--- src/rtl/signed_cplx_round_sat_pkg.sv ---
`default_nettype none
// ---------------------------------------------------------------------------
// signed_cplx_round_sat_pkg : rounding-mode encoding shared by FFT requantisers
// Rev 1.0
// ---------------------------------------------------------------------------
package signed_cplx_round_sat_pkg;

   typedef logic [1:0] rnd_mode_t;

   localparam rnd_mode_t RND_TRUNC   = 2'd0;
   localparam rnd_mode_t RND_HALF_UP = 2'd1;
   localparam rnd_mode_t RND_CONV    = 2'd2;

endpackage
`default_nettype wire

--- src/rtl/signed_round_sat.sv ---
`default_nettype none
// ---------------------------------------------------------------------------
// signed_round_sat : one-component round-add / shift / saturate, two stages
// Rev 1.0
// ---------------------------------------------------------------------------
module signed_round_sat
   import signed_cplx_round_sat_pkg::*;
#(
   parameter int IWIDTH = 16,
   parameter int OWIDTH = 16,
   parameter int SHIFT  = 0
) (
   input  logic              clk,
   input  logic              rst,
   input  logic              en1,
   input  logic              en2,
   input  logic [IWIDTH-1:0] x,
   input  rnd_mode_t         mode,
   output logic [OWIDTH-1:0] y,
   output logic              sat
);

   localparam logic signed [IWIDTH:0] MAXV =
      {{(IWIDTH+2-OWIDTH){1'b0}}, {(OWIDTH-1){1'b1}}};
   localparam logic signed [IWIDTH:0] MINV = ~MAXV;

   logic        [IWIDTH:0] rc;
   logic        [IWIDTH:0] sum;
   logic signed [IWIDTH:0] shifted;
   logic                   sat_hi;
   logic                   sat_lo;
   logic        [OWIDTH-1:0] y_next;

   generate
      if (SHIFT == 0) begin : g_no_round
         assign rc = '0;
      end else begin : g_round
         localparam logic [IWIDTH:0] ONE  = {{IWIDTH{1'b0}}, 1'b1};
         localparam logic [IWIDTH:0] HALF = ONE << (SHIFT - 1);
         always_comb begin
            rc = '0;
            case (mode)
               RND_HALF_UP: rc = HALF;
               // ties go up only when the kept LSB is odd
               RND_CONV:    rc = HALF - ONE + {{IWIDTH{1'b0}}, x[SHIFT]};
               default:     rc = '0;
            endcase
         end
      end
   endgenerate

   always_ff @(posedge clk) begin
      if (rst) begin
         sum <= '0;
      end else if (en1) begin
         sum <= {x[IWIDTH-1], x} + rc;
      end
   end

   assign shifted = $signed(sum) >>> SHIFT;
   assign sat_hi  = shifted > MAXV;
   assign sat_lo  = shifted < MINV;

   always_comb begin
      y_next = shifted[OWIDTH-1:0];
      if (sat_hi) begin
         y_next = MAXV[OWIDTH-1:0];
      end else if (sat_lo) begin
         y_next = MINV[OWIDTH-1:0];
      end
   end

   always_ff @(posedge clk) begin
      if (rst) begin
         y   <= '0;
         sat <= 1'b0;
      end else if (en2) begin
         y   <= y_next;
         sat <= sat_hi | sat_lo;
      end
   end

endmodule
`default_nettype wire

--- src/rtl/signed_cplx_round_sat.sv ---
`default_nettype none
// ---------------------------------------------------------------------------
// signed_cplx_round_sat : pipelined complex requantiser with frame sat stats
// Rev 1.0
// ---------------------------------------------------------------------------
module signed_cplx_round_sat
   import signed_cplx_round_sat_pkg::*;
#(
   parameter int IWIDTH = 16,
   parameter int OWIDTH = 16,
   parameter int SHIFT  = 0,
   parameter int CNT_W  = 16
) (
   input  logic              clk,
   input  logic              rst,
   input  logic [IWIDTH-1:0] in_re,
   input  logic [IWIDTH-1:0] in_im,
   input  logic [1:0]        in_mode,
   input  logic              in_last,
   input  logic              in_valid,
   output logic              in_ready,
   output logic [OWIDTH-1:0] out_re,
   output logic [OWIDTH-1:0] out_im,
   output logic              out_ovf,
   output logic              out_last,
   output logic              out_valid,
   input  logic              out_ready,
   output logic              ovf_sticky,
   input  logic              ovf_clr,
   output logic [CNT_W-1:0]  frame_ovf_cnt,
   output logic              frame_done
);

   logic             v1, v2;
   logic             last1, last2;
   logic             ld1, ld2;
   logic             en1, en2;
   logic             sat_re, sat_im;
   logic             xfer;
   logic [CNT_W-1:0] running;
   logic [CNT_W-1:0] running_inc;

   assign ld2      = !v2 | out_ready;
   assign ld1      = !v1 | ld2;
   assign in_ready = !v1 | !v2 | out_ready;
   assign en1      = ld1 & in_valid;
   assign en2      = ld2 & v1;

   signed_round_sat #(.IWIDTH(IWIDTH), .OWIDTH(OWIDTH), .SHIFT(SHIFT)) u_re (
      .clk(clk), .rst(rst), .en1(en1), .en2(en2),
      .x(in_re), .mode(rnd_mode_t'(in_mode)), .y(out_re), .sat(sat_re)
   );

   signed_round_sat #(.IWIDTH(IWIDTH), .OWIDTH(OWIDTH), .SHIFT(SHIFT)) u_im (
      .clk(clk), .rst(rst), .en1(en1), .en2(en2),
      .x(in_im), .mode(rnd_mode_t'(in_mode)), .y(out_im), .sat(sat_im)
   );

   always_ff @(posedge clk) begin
      if (rst) begin
         v1    <= 1'b0;
         v2    <= 1'b0;
         last1 <= 1'b0;
         last2 <= 1'b0;
      end else begin
         if (ld1) begin
            v1 <= in_valid;
         end
         if (en1) begin
            last1 <= in_last;
         end
         if (ld2) begin
            v2 <= v1;
         end
         if (en2) begin
            last2 <= last1;
         end
      end
   end

   assign out_valid = v2;
   assign out_last  = last2;
   assign out_ovf   = sat_re | sat_im;
   assign xfer      = v2 & out_ready;

   // saturating increment so a long frame cannot wrap the count
   assign running_inc = (out_ovf && (running != {CNT_W{1'b1}})) ? running + 1'b1 : running;

   always_ff @(posedge clk) begin
      if (rst) begin
         running       <= '0;
         frame_ovf_cnt <= '0;
         frame_done    <= 1'b0;
         ovf_sticky    <= 1'b0;
      end else begin
         frame_done <= 1'b0;
         if (xfer) begin
            if (out_last) begin
               frame_ovf_cnt <= running_inc;
               frame_done    <= 1'b1;
               running       <= '0;
            end else begin
               running <= running_inc;
            end
         end
         if (xfer && out_ovf) begin
            ovf_sticky <= 1'b1;
         end else if (ovf_clr) begin
            ovf_sticky <= 1'b0;
         end
      end
   end

endmodule
`default_nettype wire

--- config.mk ---
export PLATFORM = sky130hd
export DESIGN_NAME = signed_cplx_round_sat
export DESIGN_NICKNAME = d
export VERILOG_FILES = /design/src/rtl/signed_cplx_round_sat_pkg.sv /design/src/rtl/signed_round_sat.sv /design/src/rtl/signed_cplx_round_sat.sv
export SDC_FILE = /design/constraint.sdc
export NUM_CORES = 1
export LEC_CHECK = 0
export CAP_MARGIN = 25
export CORE_UTILIZATION = 30
export CTS_CLUSTER_DIAMETER = 60
export DETAILED_ROUTE_END_ITERATION = 8
export PLACE_DENSITY = 0.56
export SKIP_CTS_REPAIR_TIMING = 1
export SLEW_MARGIN = 5
export SYNTH_ARGS = -nofsm -noshare
export SYNTH_HDL_FRONTEND = slang
export SYNTH_SLANG_ARGS = --single-unit
export TNS_END_PERCENT = 10
--- constraint.sdc ---
create_clock -name clk -period 3 [get_ports clk]
set_input_delay 0.45 -clock clk [delete_from_list [all_inputs] [get_ports clk]]
set_output_delay 0.45 -clock clk [all_outputs]
set_load 0.02 [all_outputs]
; Yosys cells after proc, flatten, opt, wreduce, memory -nomap -nowiden
; Index checks and enable logic that the tools add are counted.
[op_classes]
n_reduce_logical = 7
n_shift = 0
n_div = 0
n_mul = 0
addsub = 1
eq_ne = 1
mux = 9
n_bitwise = 11
order_cmp = 4
[ops]
columns = op, n
row1 = $mux W16, 6
row2 = $gt A16 B16 Y1 const B, 2
row3 = $lt A16 B16 Y1 const B, 2
row4 = $add A16 B1 Y16 const B, 1
row5 = $ne A16 B16 Y1 const B, 1
row6 = $or A1 B1 Y1, 7
row7 = $and A1 B1 Y1, 3
row8 = $mux W1, 3
row9 = $logic_and A1 B1 Y1, 2
row10 = $logic_not A1 Y1, 2
row11 = $reduce_and A2 Y1, 1
row12 = $reduce_bool A2 Y1, 1
row13 = $reduce_or A2 Y1, 1
row14 = $not A1 Y1, 1
[totals]
romBits = 0
latch_bits = 0
elab_cells = 47
ramBits = 0
mem_count = 0
ff_bits = 104
output_inout_bits = 54

; Logic depth before layout (Yosys ltp)
; Gate-level depths: netlist (run 1).
[depth]
word_depth = 4
mapped_depth = 7
mapped_depth_nobuf = 5

; By module
; A second synthesis (run 1) with hierarchy kept.
[hier_totals]
hier_cells = 461
hier_area_um2 = 4406.7
[by_module_without_submodules]
columns = module, instances, area_each_um2, seq_area_each_um2, cells_per_inst
row1 = signed_round_sat, 2, 1189.9, 660.6, 106
row2 = signed_cplx_round_sat, 1, 2026.9, 760.7, 249

; Worst setup path after synthesis (run 1)
; Ideal clock, no wire load.
[synth_path]
kind = register to register
startpoint = register running[0]
endpoint = register running[7]
arrival_ns = 1.910
n_path_buf = 2
period_less_slack_ns = 1.985
path_stages_with_launch = 8
setup_ns = 0.074
setup_slack_ns = 1.015
t_required_ns = 2.926
cell_sequence = dfxtp_1 ha_1 clkbuf_1 nand3_1 or4_1 buf_2 a311o_1 a31oi_1
[synth_via]
elab_chain_len = 4
[synth_rtl]
columns = item, line
row1 = "start, declared", signed_cplx_round_sat.sv:40  ; logic [CNT_W-1:0] running;
row2 = "start signal, assigned", signed_cplx_round_sat.sv:103  ; running <= running_inc;
row3 = "parallel branches: the longest is 2 deep, another holds $add A16 B1 Y16", n/a
row4 = $mux W16 (*), signed_cplx_round_sat.sv:87  ; assign running_inc = (out_ovf && (running != {CNT_W{1'b1}})) ? running + 1'b1 : running;
row5 = $mux W16 (*), signed_cplx_round_sat.sv:98  ; if (out_last) begin
; Every way passes the cells marked *.
; A chain may end at the register's enable or synchronous reset.

; Final worst setup path (run 1)
[layout_path]
startpoint = register u_im.sat
endpoint = output port out_ovf
[layout_via]
elab_chain_len = 1
[layout_rtl]
columns = item, line
row1 = "start, declared", signed_round_sat.sv:20  ; output logic sat
row2 = "start signal, assigned", signed_round_sat.sv:79  ; sat <= sat_hi | sat_lo;
row3 = $or A1 B1 Y1, signed_cplx_round_sat.sv:83  ; assign out_ovf = sat_re | sat_im;
row4 = "end, declared", signed_cplx_round_sat.sv:24  ; output logic out_ovf,
; Every way passes these cells.

==> results of run 1 <==
-- kinds of logic after synthesis --
group                      Yosys count
AOI/OAI and AO/OA                  137
xor gates and xnor gates             1
adders and majority gates            1
buffers and inverters               56
DFF                                104
and+or+nand+nor                    254
-- worst max-delay path: cells and delay by family (launching register included) --
family | cells | cell delay, ns
and+or+nand+nor | 1 | 0.26
DFF | 1 | 0.38
buffers and inverters | 2 | 0.89
-- cell type report --
class / instances / area, um2
fillers: 1470 / 8317
inverters: 9 / 33.78
well taps: 180 / 225.2
multi-input cells: 393 / 2029
clock buffers: 11 / 252.7
flip-flops and latches: 104 / 2082
repair buffers: 101 / 996.0
clock inverters: 4 / 52.55
-- cell usage in the layout (no fill, tap or decap), types with 9 or more instances in the layout --
master,synthesis,routed
nand3_1,15,15
buf_4,0,10
clkdlybuf4s50_1,0,90
nor2_1,19,19
o21ai_0,15,15
a31oi_1,10,10
nand2_1,157,157
a311oi_1,9,9
dfxtp_1,104,104
a21oi_1,74,74
or3_1,15,15
clkbuf_16,0,9
-- per-layer routing --
layer  part of all wire [%]  wire, um  up-vias
met3                    8.5       964       13
met5                      0         0        -
met2                     45      5164      113
li1                       -         -     2055
met1                     45      5079     1866
met4                    1.4       157        0
-- state kept, by name, summed over array words and instances, names as in the netlist --
name and cells:
u_re.y 16, u_re.shifted 16, out_valid 1, ovf_sticky 1, running 16, last1 1, u_re.sat 1, v1 1
u_im.y 16, frame_ovf_cnt 16, u_im.shifted 16, out_last 1, u_im.sat 1, frame_done 1
-- through the flow --
| stage | hold WS [ns] | instance area [um2] | worst slack [ns] |
|---|---|---|---|
| 2_1_floorplan | 0.4321 | 4330 | 1.015 |
| 3_3_place_gp | 0.4369 | 5366 | 0.7462 |
| 3_5_place_dp | 0.4447 | 5366 | 0.7535 |
| 4_1_cts | 0.4545 | 5672 | 0.6798 |
| 5_1_grt | 0.4661 | 5672 | 0.5531 |
| 6_report | 0.4450 | 5672 | 0.6821 |
-- how the worst max path moves through the flow --
stage                             from                  endpoint  slack, ns  cells past startpoint
3_3_place_gp                 out_ready                  in_ready       0.75                      3
6_report         u_im.sat$_SDFFE_PP0P_                   out_ovf       0.68                      3
4_1_cts          u_im.sat$_SDFFE_PP0P_                   out_ovf       0.68                      3
2_1_floorplan  running[0]$_SDFFE_PP0N_   running[7]$_SDFFE_PP0N_       1.02                      7
5_1_grt        running[0]$_SDFFE_PP0N_  running[10]$_SDFFE_PP0N_       0.55                      5
3_5_place_dp                 out_ready                  in_ready       0.75                      3
-- power by group through the flow --
| stage | combinational (uW) | sequential (uW) | clock [uW] |
|---|---|---|---|
| 2_1_floorplan | 118 | 1490 | 0 |
| 3_3_place_gp | 230 | 1490 | 0 |
| 3_5_place_dp | 233 | 1490 | 0 |
| 4_1_cts | 234 | 1460 | 1250 |
| 5_1_grt | 255 | 1460 | 1310 |
| 6_report | 230 | 1460 | 1220 |
==> impl_metrics.env, run 1 <==
export IMPL_ant_nets=0
export IMPL_syn_inst=553
export IMPL_hold_end="out_last$_SDFFE_PP0P_"
export IMPL_worstPathRequired_ns=2.55
export IMPL_tns_ns=0
export IMPL_synthesis_nets=594
export IMPL_dieArea_um2=14920
export IMPL_synth_edf_count=0
export IMPL_cpMaxStageDelayCell="clkdlybuf4s50_1"
export IMPL_worst_pin_slew_ns=0.6880
export IMPL_synth_ff_type="dfxtp_1"
export IMPL_p_switching_uw=681.7
export IMPL_synth_seq_cells=104
export IMPL_path_cells="nor2_1 > clkinv_1 > clkdlybuf4s50_1"
export IMPL_core_um2=13990
export IMPL_max_slew_margin_pct=53.71
export IMPL_placed_cells=787
export IMPL_synth_compound_area_share_pct=19.50
export IMPL_drt_wl_total_mm=11.37
export IMPL_vias_per_cell=5.046
export IMPL_clkPwrFrac_pct=41.9
export IMPL_worstHoldStart="last1$_SDFFE_PP0P_"
export IMPL_synth_top_family_by_area="simple AND/OR/NAND/NOR gates"
export IMPL_rows=43
export IMPL_ios=94
export IMPL_num_nets_final=659
export IMPL_slew_viol_final=0
export IMPL_cts_tree="built"
export IMPL_p_comb_share_pct=7.9
export IMPL_finalHoldViolCount=0
export IMPL_overflow=0
export IMPL_path_clk_slew_ns=0.07
export IMPL_cts_root_buffer="clkbuf_16"
export IMPL_clkLatencyLatePin_ns=0.35
export IMPL_busiest_layer="met2"
export IMPL_synth_most_common_cell="nand2_1"
export IMPL_worstSetupEndpointType="output pin"
export IMPL_yosys_top_cells_count="nand2_1, dfxtp_1, a21oi_1"
export IMPL_vias=4047
export IMPL_r2r_start="running[0]$_SDFFE_PP0N_"
export IMPL_finalPower_uw=2902
export IMPL_ys_seq_area_share_pct=48.08
export IMPL_drt_iter0_markers=218
export IMPL_drtPass1Iterations=5
export IMPL_fmaxAchievable_mhz=431.4
export IMPL_syn_to_final_growth_pct=30.97
export IMPL_yosysTopAreaCell="dfxtp_1"
export IMPL_clockBufferDepth=2
export IMPL_r2r_setup_slack_ns=0.78
export IMPL_slowest_delay_ns=0.61
export IMPL_path_class="reg -> out"
export IMPL_cap_violations=0
export IMPL_hold_path_class="reg -> reg"
export IMPL_cts_buffers=9
export IMPL_grt_pass1_vias=3789
export IMPL_rr_endpoint="running[7]$_SDFFE_PP0N_"
export IMPL_die_height_um=122.1
export IMPL_reg2reg_depth=5
export IMPL_syn_area_per_cell_um2=7.831
export IMPL_grtUsageMet3_pct=5.805
export IMPL_grt_start_max_net_pins=62
export IMPL_grtUsageMet1_pct=20.34
export IMPL_grt_use_total_pct=16.10
export IMPL_critical_path_arrival_ns=1.87
export IMPL_crit_fanout=8
export IMPL_globalplace_congestion=0.8020
export IMPL_dieWidth_um=122.1
export IMPL_synth_xor_area_share_pct=0.2023
export IMPL_synth_top_cell_area_share_pct=48.08
export IMPL_io_buffers=91
export IMPL_final_util_pct=40.55
export IMPL_min_period_ns=2.318
export IMPL_outcome="finished, final reports clean"
export IMPL_start_kind="flip-flop"
export IMPL_synth_area_um2=4330
export IMPL_drive_gt1_share_pct=4.984
export IMPL_synth_area_leaders="dfxtp_1, nand2_1, a21oi_1"
export IMPL_place_hpwl_mm=7.540
export IMPL_rsz0062_at_grt="false"
export IMPL_p_sw_share_pct=23.49
export IMPL_min_path_cells=2
export IMPL_grtUsageMet2_pct=25.42
export IMPL_drc=0
export IMPL_leakage_uw=0.001893
export IMPL_wl_per_cell_um=14.17
export IMPL_synthArstFlopShare_pct=0
export IMPL_num_antenna_cells=0
export IMPL_synth_fa_ha_area_share_pct=0.2889
export IMPL_setup_viol=0
export IMPL_skew_ns=0.007029
export IMPL_intPower_uw=2221
export IMPL_grt_pass1_wl_mm=18.91
export IMPL_synth_simple_area_share_pct=26.87
export IMPL_irDropWorstVdd_uv=250.9
export IMPL_cts_sinks=104
export IMPL_muxShareOfSynthArea_pct=0
export IMPL_htree_num_levels=3
export IMPL_antenna_found_initial=0
export IMPL_seqPwrFrac_pct=50.1
export IMPL_yosysWarnings=0
export IMPL_yosysUniqueCellTypes=45
export IMPL_start_util_pct=30.96
export IMPL_final_cells=802
export IMPL_finalCritPeriodShare_pct=77.26
export IMPL_p_per_area_nw_per_um2=511.7
(Power assumes the default switching activity.)
==> inputs of run 2 (changes only) <==
PLACE_DENSITY = 0.58   (was 0.56)
clock period = 1.95 ns   (was 3 ns; I/O delays follow)
==> run 2 against run 1 <==
  * Setup slack got worse by 0.61 ns
  * Non-clock buffer count increased by 32
  * Sequential power increased by 53%
  * Total power increased by 49%
  * Core utilization increased by 2.0 points
  * Cell area increased by 4.9%
  * Cell count increased by 4.1%
  * Global-route usage decreased by 0.19 points
  * Critical endpoint is now frame_ovf_cnt[15]$_SDFFE_PP0P_
==> impl_metrics.env, run 2 (synthesis results as in run 1) <==
export IMPL_p_per_area_nw_per_um2=727.2
export IMPL_rows=43
export IMPL_grt_pass1_wl_mm=18.97
export IMPL_syn_to_final_growth_pct=37.36
export IMPL_drc=0
export IMPL_final_cell_mix="nand2_1, dfxtp_1, clkdlybuf4s50_1"
export IMPL_cts_buffers=9
export IMPL_setup_viol=0
export IMPL_die_height_um=122.1
export IMPL_core_um2=13990
export IMPL_ant_nets=0
export IMPL_cap_violations=0
export IMPL_place_area_um2=5644
export IMPL_cts_tree="built"
export IMPL_finalHoldViolCount=0
export IMPL_fin_hold_ws_ns=0.3116
export IMPL_leakage_uw=0.002068
export IMPL_drive_gt1_share_pct=10.69
export IMPL_start_util_pct=30.96
export IMPL_cts_sinks=104
export IMPL_place_hpwl_mm=8.127
export IMPL_ios=94
export IMPL_crit_fanout=7
export IMPL_stdcell_area_um2=5948
export IMPL_dpl_worst_slack_ns=-0.08284
export IMPL_finalCritPeriodShare_pct=96.44
export IMPL_grt_start_max_net_pins=48
export IMPL_dieWidth_um=122.1
export IMPL_globalplace_congestion=0.8741
export IMPL_drt_wl_total_mm=11.40
export IMPL_num_nets_final=691
export IMPL_final_util_pct=42.52
export IMPL_min_period_ns=1.881
export IMPL_register_area_um2=2085
export IMPL_io_buffers=91
export IMPL_vias_per_cell=5.034
export IMPL_grt_use_total_pct=15.91
export IMPL_drtPass1Iterations=4
export IMPL_clockBufferDepth=2
export IMPL_hold_path_class="in -> reg"
export IMPL_worst_pin_slew_ns=0.4809
export IMPL_nFillCells=1441
export IMPL_max_slew_margin_pct=67.94
export IMPL_clkLatencyLatePin_ns=0.34
export IMPL_path_class="reg -> reg"
export IMPL_fmaxAchievable_mhz=531.8
export IMPL_cts_root_buffer="clkbuf_16"
export IMPL_skew_ns=0.007134
export IMPL_start_kind="flip-flop"
export IMPL_rsz0062_at_grt="false"
export IMPL_overflow=0
export IMPL_worstPathRequired_ns=2.21
export IMPL_num_antenna_cells=0
export IMPL_final_common_cell="nand2_1"
export IMPL_path_clk_slew_ns=0.07
export IMPL_critical_path_arrival_ns=2.14
export IMPL_irDropWorstVdd_uv=501.5
export IMPL_multiInputGateArea_um2=2046
export IMPL_drt_iter0_markers=195
export IMPL_wl_per_cell_um=13.65
export IMPL_dieArea_um2=14920
export IMPL_vias=4203
export IMPL_slew_viol_final=0
export IMPL_antenna_found_initial=0
export IMPL_outcome="finished, final reports clean"
export IMPL_grt_pass1_vias=3972
export IMPL_worstSetupEndpointType="flip-flop"
export IMPL_worst_slack_ns=0.06943
export IMPL_htree_num_levels=3
export IMPL_tns_ns=0
==> run 2: cell types whose count changed in the layout (fill, tap and decap cells not counted), sizes merged <==
cell / change
buf: +32
clkdlybuf4s50: -2
clkinv: +2
dlymetal6s2s: +2
bufinv: -1
clkbuf: -1
inv: +1
==> run 2: power breakdown <==
part | switching, uW | internal, uW
clock network | 821 | 885
logic | 201 | 182
registers | 45.3 | 2190
total | 1070 | 3260
==> run 2: path summary, 6_finish.rpt <==
check	to	from	slack, ns	depth (start not counted)
max reg2reg	frame_ovf_cnt[15]$_SDFFE_PP0P_	u_re.sat$_SDFFE_PP0P_	0.07	4
min reg2reg	out_last$_SDFFE_PP0P_	last1$_SDFFE_PP0P_	0.45	2
max	frame_ovf_cnt[15]$_SDFFE_PP0P_	u_re.sat$_SDFFE_PP0P_	0.07	4
min	ovf_sticky$_SDFFE_PP0P_	rst	0.31	2
==> run 2: metal layers <==
metal / track usage (%) / share of wire [%] / up-vias
met5: 0 / 0 / -
met4: 3.049 / 0.78 / 0
met3: 6.414 / 7.1 / 6
met2: 26.48 / 47 / 97
met1: 19.33 / 45 / 1977
li1: - / - / 2123
==> run 2: area by class of cell <==
| cell class | count | area share [%] |
|---|---|---|
| repair buffers | 133 | 21.50 |
| clock buffers | 10 | 3.849 |
| well taps | 180 | 3.786 |
| multi-input cells | 393 | 34.39 |
| clock inverters | 6 | 0.8624 |
| inverters | 9 | 0.5679 |
| flip-flops and latches | 104 | 35.04 |
==> run 2: through the flow <==
| stage | instances | total power (uW) |
|---|---|---|
| global placement | 819 | 2661 |
| global route | 835 | 4530 |
| floorplan | 553 | 2475 |
| detailed placement | 819 | 2670 |
| CTS | 835 | 4393 |
| finish | 835 | 4325 |
==> run 2: critical path, cell delays in order (launching register included) <==
cell	delay [ns]
dfxtp_1	0.47
o2111ai_1	0.18
or4_4	0.54
or3_1	0.35
a311oi_1	0.25
==> inputs of run 3 (changes only) <==
CTS_BUF_LIST = sky130_fd_sc_hd__clkbuf_8   (was not set)
==> run 3 against run 2 <==
  * Core utilization shrank 0.72 points
  * Clock skew grew 0.0059 ns
  * Combinational power about the same
  * Clock power down 26%
  * First-iteration DRC count up 5.1%
  * Count of clock-buffer cells in the layout is 1 lower
  * Global-route usage about the same
  * Cell area shrank 1.7%
  * Non-clock buffer count stayed put
  * Total power is 10% lower
==> impl_metrics.env, run 3 (synthesis results as in run 1) <==
export IMPL_grt_use_total_pct=15.94
export IMPL_grtUsageMet3_pct=6.414
export IMPL_cap_violations=0
export IMPL_overflow=0
export IMPL_min_period_ns=1.892
export IMPL_min_path_cells=2
export IMPL_io_buffers=91
export IMPL_hold_path_class="in -> reg"
export IMPL_core_um2=13990
export IMPL_dieArea_um2=14920
export IMPL_worstHoldStart="rst"
export IMPL_p_comb_share_pct=9.9
export IMPL_crit_family="simple AND/OR/NAND/NOR gates"
export IMPL_drt_iter0_markers=205
export IMPL_reg2reg_depth=4
export IMPL_place_area_um2=5644
export IMPL_drive_gt1_share_pct=10.69
export IMPL_p_sw_share_pct=26.52
export IMPL_fmaxAchievable_mhz=528.5
export IMPL_final_cell_mix="nand2_1, dfxtp_1, clkdlybuf4s50_1"
export IMPL_tns_ns=0
export IMPL_drc=0
export IMPL_rr_endpoint="frame_ovf_cnt[15]$_SDFFE_PP0P_"
export IMPL_drt_wl_total_mm=11.39
export IMPL_r2r_start="u_re.sat$_SDFFE_PP0P_"
export IMPL_ant_nets=0
export IMPL_grtUsageMet2_pct=26.55
export IMPL_clockBufferDepth=2
export IMPL_vias_per_cell=5.040
export IMPL_cts_root_buffer="clkbuf_8"
export IMPL_final_common_cell="nand2_1"
export IMPL_max_slew_margin_pct=68.39
export IMPL_start_kind="flip-flop"
export IMPL_die_height_um=122.1
export IMPL_leakage_uw=0.002026
export IMPL_finalCritPeriodShare_pct=97.03
export IMPL_worstPathRequired_ns=2.25
export IMPL_clkPwrFrac_pct=32.5
export IMPL_finalHoldViolCount=0
export IMPL_skew_ns=0.01306
export IMPL_cts_sinks=104
export IMPL_r2r_setup_slack_ns=0.06
export IMPL_irDropWorstVdd_uv=483.8
export IMPL_grtUsageMet1_pct=19.19
export IMPL_slowest_delay_ns=0.53
export IMPL_num_antenna_cells=0
export IMPL_slew_viol_final=0
export IMPL_clkLatencyLatePin_ns=0.38
export IMPL_worstSetupEndpointType="flip-flop"
export IMPL_rsz0062_at_grt="true"
export IMPL_syn_to_final_growth_pct=35.02
export IMPL_intPower_uw=2851
export IMPL_vias=4208
export IMPL_cpMaxStageDelayCell="or4_4"
export IMPL_cts_tree="built"
export IMPL_antenna_found_initial=0
export IMPL_path_class="reg -> reg"
export IMPL_path_clk_slew_ns=0.10
export IMPL_setup_viol=0
export IMPL_num_nets_final=691
export IMPL_busiest_layer="met2"
export IMPL_seqPwrFrac_pct=57.6
export IMPL_crit_fanout=7
export IMPL_rows=43
export IMPL_p_switching_uw=1029
export IMPL_drtPass1Iterations=4
export IMPL_dieWidth_um=122.1
export IMPL_grt_start_max_net_pins=48
export IMPL_worst_pin_slew_ns=0.4741
export IMPL_critical_path_arrival_ns=2.19
export IMPL_p_per_area_nw_per_um2=663.6
export IMPL_wl_per_cell_um=13.63
export IMPL_path_cells="o2111ai_1 > or4_4 > or3_1 > a311oi_1"
export IMPL_grt_pass1_vias=3997
export IMPL_hold_end="ovf_sticky$_SDFFE_PP0P_"
export IMPL_stdcell_area_um2=5847
export IMPL_grt_pass1_wl_mm=19.05
export IMPL_ios=94
export IMPL_place_hpwl_mm=8.127
export IMPL_cts_buffers=9
export IMPL_critPathBufInv=0
export IMPL_outcome="finished, final reports clean"
export IMPL_start_util_pct=30.96
export IMPL_htree_num_levels=3
export IMPL_globalplace_congestion=0.8741
[run 3: changes by cell type in the layout (fill, tap and decap cells not counted)]
cell       change
clkbuf_8       +9
clkbuf_1       -1
inv_1          +1
clkbuf_16      -9
[run 3: metrics by stage]
step / cells / total power (uW) / hold slack, ns / util [%] / setup slack (ns)
floorplan: 553 / 2475 / 0.4220 / - / 0.06881
global placement: 819 / 2661 / 0.4361 / 40.35 / -0.08089
detailed placement: 819 / 2670 / 0.4469 / 40.35 / -0.08284
CTS: 835 / 3946 / 0.2464 / 41.63 / -0.1022
global route: 835 / 4078 / 0.2599 / 41.80 / 0.001201
finish: 835 / 3880 / 0.2649 / 41.80 / 0.05782
[run 3: worst reg2reg max path: stages (launching register included)]
cell       delay (ns)
dfxtp_1          0.48
o2111ai_1        0.19
or4_4            0.54
or3_1            0.35
a311oi_1         0.25
[run 3: how the worst max path moves through the flow]
stage | start | end | slack, ns | cells past startpoint
after global placement | out_ready | running[9]$_SDFFE_PP0N_ | -0.08 | 6
after floorplan | running[0]$_SDFFE_PP0N_ | running[7]$_SDFFE_PP0N_ | 0.07 | 7
after CTS | u_re.sat$_SDFFE_PP0P_ | out_ovf | -0.10 | 3
final | u_re.sat$_SDFFE_PP0P_ | frame_ovf_cnt[15]$_SDFFE_PP0P_ | 0.06 | 4
after global routing | u_re.sat$_SDFFE_PP0P_ | frame_ovf_cnt[15]$_SDFFE_PP0P_ | 0.001 | 4
after detailed placement | out_ready | running[9]$_SDFFE_PP0N_ | -0.08 | 6
[run 3: power by group through the flow]
stage,Clock [uW],Combinational (uW),Sequential (uW)
finish,1260,383,2240
floorplan,0,182,2290
global placement,0,379,2280
CTS,1320,386,2240
detailed placement,0,385,2280
global route,1410,423,2250
[run 3: layout make-up]
type	instances	area, um2
timing repair buffer	133	1279
clock buffer	9	123.9
inverter	9	33.78
multi-input combinational	393	2046
fill	1463	8142
clock inverter	7	55.05
sequential	104	2085
tap	180	225.2
[run 3: layer usage]
| layer | routed length, um | part of all wire (%) | up-vias |
|---|---|---|---|
| li1 | - | - | 2125 |
| met1 | 5190 | 46 | 1985 |
| met2 | 5396 | 47 | 93 |
| met3 | 777 | 6.8 | 5 |
| met4 | 21 | 0.18 | 0 |
| met5 | 0 | 0 | - |
